<file path="config.mk">
export PLATFORM = sky130hd
export DESIGN_NAME = vend_ctrl_multi
export DESIGN_NICKNAME = d
export VERILOG_FILES = /design/src/rtl/vend_ctrl_multi.sv
export SDC_FILE = /design/constraint.sdc
export NUM_CORES = 1
export LEC_CHECK = 0
export ABC_AREA = 1
export CAP_MARGIN = 5
export CORE_AREA = 2 2 73 75
export DETAILED_ROUTE_END_ITERATION = 10
export DIE_AREA = 0 0 75 77
export PLACE_DENSITY = 0.73
export SLEW_MARGIN = 15
export SYNTH_ARGS = -nofsm -noshare
export SYNTH_HDL_FRONTEND = slang
export SYNTH_SLANG_ARGS = --single-unit
</file>
<file path="constraint.sdc">
create_clock -name clock -period 2.1 [get_ports clock]
set_input_delay 0.42 -clock clock [delete_from_list [all_inputs] [get_ports clock]]
set_output_delay 0.42 -clock clock [all_outputs]
set_load 0.01 [all_outputs]
</file>
<file path="src/rtl/vend_ctrl_multi.sv">
// Vending controller for NUM_ITEMS priced items: accumulates coin credit, vends on a
// valid select, pays change or refunds as a nickel train, and tracks per-item stock.
module vend_ctrl_multi #(
  parameter int NUM_ITEMS  = 4,
  parameter int CREDIT_W   = 5,
  parameter logic [NUM_ITEMS*CREDIT_W-1:0] PRICES = {5'd6, 5'd5, 5'd4, 5'd3},
  parameter int MAX_CREDIT = 20,
  parameter int STOCK_W    = 4,
  parameter int STOCK_MAX  = 10,
  localparam int ITEM_W    = (NUM_ITEMS > 1) ? $clog2(NUM_ITEMS) : 1
) (
  input  logic                  clock,
  input  logic                  reset,
  input  logic                  nickel_in,
  input  logic                  dime_in,
  input  logic                  quarter_in,
  input  logic [NUM_ITEMS-1:0]  select,
  input  logic                  cancel,
  input  logic                  restock,
  output logic                  dispense,
  output logic [ITEM_W-1:0]     item_out,
  output logic                  nickel_out,
  output logic                  coin_reject,
  output logic [CREDIT_W-1:0]   credit,
  output logic                  busy,
  output logic [NUM_ITEMS-1:0]  sold_out
);

  typedef enum logic [1:0] {IDLE, VEND, CHANGE} state_t;

  state_t                              state;
  logic [NUM_ITEMS-1:0][STOCK_W-1:0]   stock;
  logic [NUM_ITEMS-1:0][STOCK_W-1:0]   stock_next;
  logic [NUM_ITEMS-1:0]                sold_out_next;

  logic [1:0]            coin_cnt;
  logic                  any_coin;
  logic [CREDIT_W-1:0]   coin_val;
  logic [CREDIT_W:0]     coin_sum;
  logic                  coin_fits;
  logic [ITEM_W-1:0]     sel_idx;
  logic [CREDIT_W-1:0]   sel_price;
  logic                  sel_ok;
  logic                  refund_req;
  logic                  do_vend;

  always_comb begin
    coin_cnt  = {1'b0, nickel_in} + {1'b0, dime_in} + {1'b0, quarter_in};
    any_coin  = nickel_in | dime_in | quarter_in;
    coin_val  = '0;
    if (nickel_in)  coin_val = CREDIT_W'(1);
    if (dime_in)    coin_val = CREDIT_W'(2);
    if (quarter_in) coin_val = CREDIT_W'(5);
    coin_sum  = {1'b0, credit} + {1'b0, coin_val};
    coin_fits = (coin_sum <= (CREDIT_W+1)'(MAX_CREDIT));

    sel_idx   = '0;
    sel_price = '0;
    for (int i = 0; i < NUM_ITEMS; i++) begin
      if (select[i]) begin
        sel_idx   = ITEM_W'(i);
        sel_price = PRICES[i*CREDIT_W +: CREDIT_W];
      end
    end
    sel_ok = $onehot(select) && (stock[sel_idx] != '0) && (credit >= sel_price);

    // Coins outrank cancel, and an effective cancel outranks select.
    refund_req = cancel && (credit != '0);
    do_vend    = (state == IDLE) && !any_coin && !refund_req && sel_ok;

    for (int i = 0; i < NUM_ITEMS; i++) begin
      stock_next[i] = stock[i];
      if (restock)
        stock_next[i] = STOCK_W'(STOCK_MAX);
      else if (do_vend && (sel_idx == ITEM_W'(i)))
        stock_next[i] = stock[i] - STOCK_W'(1);
      sold_out_next[i] = (stock_next[i] == '0);
    end
  end

  always_ff @(posedge clock or posedge reset) begin
    if (reset) begin
      state       <= IDLE;
      credit      <= '0;
      dispense    <= 1'b0;
      item_out    <= '0;
      nickel_out  <= 1'b0;
      coin_reject <= 1'b0;
      busy        <= 1'b0;
      sold_out    <= '0;
      for (int i = 0; i < NUM_ITEMS; i++) stock[i] <= STOCK_W'(STOCK_MAX);
    end else begin
      stock       <= stock_next;
      sold_out    <= sold_out_next;
      dispense    <= 1'b0;
      item_out    <= '0;
      nickel_out  <= 1'b0;
      coin_reject <= 1'b0;
      busy        <= 1'b0;

      case (state)
        IDLE: begin
          if (any_coin) begin
            if ((coin_cnt == 2'd1) && coin_fits)
              credit <= coin_sum[CREDIT_W-1:0];
            else
              coin_reject <= 1'b1;
          end else if (refund_req) begin
            state      <= CHANGE;
            nickel_out <= 1'b1;
            busy       <= 1'b1;
          end else if (do_vend) begin
            state    <= VEND;
            credit   <= credit - sel_price;
            dispense <= 1'b1;
            item_out <= sel_idx;
            busy     <= 1'b1;
          end
        end

        VEND: begin
          coin_reject <= any_coin;
          if (credit != '0) begin
            state      <= CHANGE;
            nickel_out <= 1'b1;
            busy       <= 1'b1;
          end else begin
            state <= IDLE;
          end
        end

        CHANGE: begin
          coin_reject <= any_coin;
          credit      <= credit - CREDIT_W'(1);
          if (credit == CREDIT_W'(1)) begin
            state <= IDLE;
          end else begin
            nickel_out <= 1'b1;
            busy       <= 1'b1;
          end
        end

        default: state <= IDLE;
      endcase
    end
  end

endmodule
</file>
==> metrics <==
total power=~3.3 mW; CP Data Required Time=2.28 ns; crit path buf inv count=4; CORE AREA=4980 sq um; FP Rows=26; Inserted Clock Buffers=5; Post-synth EDFFs=0; Root Buffer=clkbuf_8; LEAKAGE=1.70 nW; dominant cell type by area after synthesis=dfrtp_1; design area=3380 sq um; synthesis-to-layout area growth=39.0%; max cap viols=0; DPL Wire Length=4380 um; Seq/Total Area, Yosys=approximately 34%; fin. max-slew vios=0; Fin. Hold Viols=0; Syn Nets=356; Util after Layout=67.8%; failing checks=negative setup slack; Clock Sinks=33; # DRC=0; Main synth FF type=dfrtp_1; initial drt markers=about 100; RSZ-0062 raised after global routing=true; Async SR Flop Fraction=between 90% and 100%; Synth Instances=322; outcome=finished, violations left; RR Endpoint=credit[4]; Initial Utilization=roughly half; Worst Max-Slew Pin Slew=0.412 ns; f_max=411 MHz; CTS tree=yes; Min Clock Period, post-route=2.43 ns; Final setup viols=31; GP Congestion=0.878; PD cells=a little under 1000 nW/um^2; critical path type=in2reg; Die Span Y=77 um; Max-Slew Margin vs Limit=72.5%; Clock Skew=0.00814 ns; first-pass GRT wire length=around 10000 um; Worst path top cell family by delay=simple AND/OR/NAND/NOR gates; GRT Resource Usage Total=22.8%; arrival time of the worst setup path=2.62 ns; syn_area_per_cell=7.55 sq um; CTS max path bufs=2; final WL=6040 um; # port buffers=25; Post-Synthesis Cell Area=2430 sq um; synth warn=0; CP max-delay cell=fa_1; max incr delay on CP=0.52 ns; share of layout cells above drive strength 1=34.2%; slack of the critical path=-0.333 ns; largest net degree at the start of global routing=34; CP Launch Type=primary input; Via density=5.12; Die Width=75 um; DP Area=3130 sq um; Worst setup startpoint=select[0]; vias in the first global route=about 2400; NumNets Final=434; die area=5780 sq um; # IOs=26; period utilization=116%; worst path cell trace=buf_8 > inv_4 > fa_1 > inv_1 > ha_2 > ha_4 > nor2_2 > nand2_1 > nor2_1 > nand3_1 > nor2_4 > buf_6 > nand3_4 > or2_1 > nand3_1 > nor2_1; Synth Register Bits=33; R2R Setup Slk=-0.07 ns; top cells by area, synth=dfrtp_1 (26%), nand2_1 (10%), ha_1 (9.8%), dfstp_2 (8.7%), inv_1 (8.5%); endpoint type of the worst setup path=register; Synth cell types=36; Worst-path clk slew=0.06 ns; H-tree depth=2; Hold Buf Count CTS=0; peak supply drop=0.743 mV; via count=around 2400; Min Hold Slack=about 0.51 ns; R2R Path Start=credit[0]; Min-Delay Path Class=in2async; antenna violations before repair=0; r2r worst-path depth=12; antenna viol nets, final=0; Antenna diodes=0; GRT Residual Overflow=0; Skew-Pair Late Insertion Delay=0.29 ns; WL/cell=12.8 um; Yosys top cell area share=between 20% and 30%; 1st-pass router iterations=4; dpl ws=-1.10 ns; Max FO, Critical Path=6
-- layer usage --
layer,part of all wire (%),track usage (%)
met1,45,30.2
met2,49,37.3
met3,3.4,3.42
met4,2.0,8.04
met5,0,0
-- sequential cells by signal, summed over array words and instances (netlist names) --
signal       count
stock           16
credit           5
sold_out         4
item_out         2
state            2
busy             1
coin_reject      1
dispense         1
nickel_out       1
-- worst max-delay path by stage --
stage	to	slack, ns	depth (start not counted)
after floorplan	sold_out[0]	-0.45	16
after global placement	sold_out[0]	-1.01	16
after detailed placement	sold_out[3]	-1.10	17
after CTS	sold_out[0]	-0.33	16
after global routing	sold_out[3]	-0.50	16
final	sold_out[0]	-0.33	16
-- cells in the mapped netlist, types with 2 or more instances --
cell type  count
nand2_1       65
inv_1         55
nand3_1       32
nor2_1        29
dfrtp_1       25
ha_1          19
a21oi_1       15
nand4_1       14
o21ai_0       11
dfstp_2        8
o21ai_1        5
fa_1           4
nand3_2        4
buf_2          3
inv_2          3
xnor2_1        3
a21oi_2        2
buf_6          2
nand2_2        2
nand3b_1       2
nor4_1         2
o211ai_1       2
or2_2          2
-- through the flow --
step / instances / setup TNS (ns)
floorplan: 322 / -8.49
global placement: 460 / -28.60
detailed placement: 460 / -30.79
CTS: 471 / -7.03
global route: 471 / -11.65
finish: 471 / -7.23
-- power by group --
group | switching [mW] | internal, mW
Clock | 0.244 | 0.230
Sequential | 0.0969 | 0.735
Combinational | 1.06 | 0.909
Total | 1.40 | 1.87
-- tightest hold or removal path, delay by kind of cell --
kind	cells	cell delay, ns
buffers and inverters	3	0.80
-- cell usage in the layout, fill, tap and decap left out, types with 2 or more instances in the layout --
master,n
ha_1,16
o211ai_1,2
a21oi_2,4
a21oi_1,13
clkinv_2,2
nand3_2,14
nor2_1,23
nand4_1,14
nand2_2,12
o21ai_0,7
dfrtp_1,25
inv_1,46
o21ai_2,3
clkdlybuf4s50_1,18
buf_4,46
clkbuf_8,5
nor2_4,4
inv_4,2
nor4_1,2
nand3b_1,2
inv_2,10
ha_2,2
fa_1,3
buf_6,7
o21ai_1,6
buf_2,2
xnor2_1,2
nand3_1,22
nor2_2,3
nand2_1,55
clkbuf_2,3
nand3_4,2
dfstp_2,8
-- cells by family after synthesis --
logic type / count (synthesis) / synth area share, %
flip-flops: 33 / 34.4
XOR/XNOR: 4 / 1.44
adder cells (fa/ha/maj): 23 / 13.1
AO/OA/AOI/OAI: 40 / 9.73
AND/OR/NAND/NOR: 156 / 30.2
buffers and inverters: 66 / 11.1
-- layout make-up --
class / count / area, sq um
fill: 416 / 1600
multi-input combinational: 224 / 1500
sequential: 33 / 836
timing repair buffer: 78 / 653
inverter: 58 / 223
tap: 70 / 87.6
clock buffer: 6 / 72.6
clock inverter: 2 / 10.0
-- repair_timing --
action,4_1_cts,5_1_grt
gates cloned,2,0
resized for setup,58,21
hold endpoints to repair,0,0
pin swaps,17,17
buffers inserted,1,0
setup endpoints to repair,32,32
(Power assumes the default switching activity.)
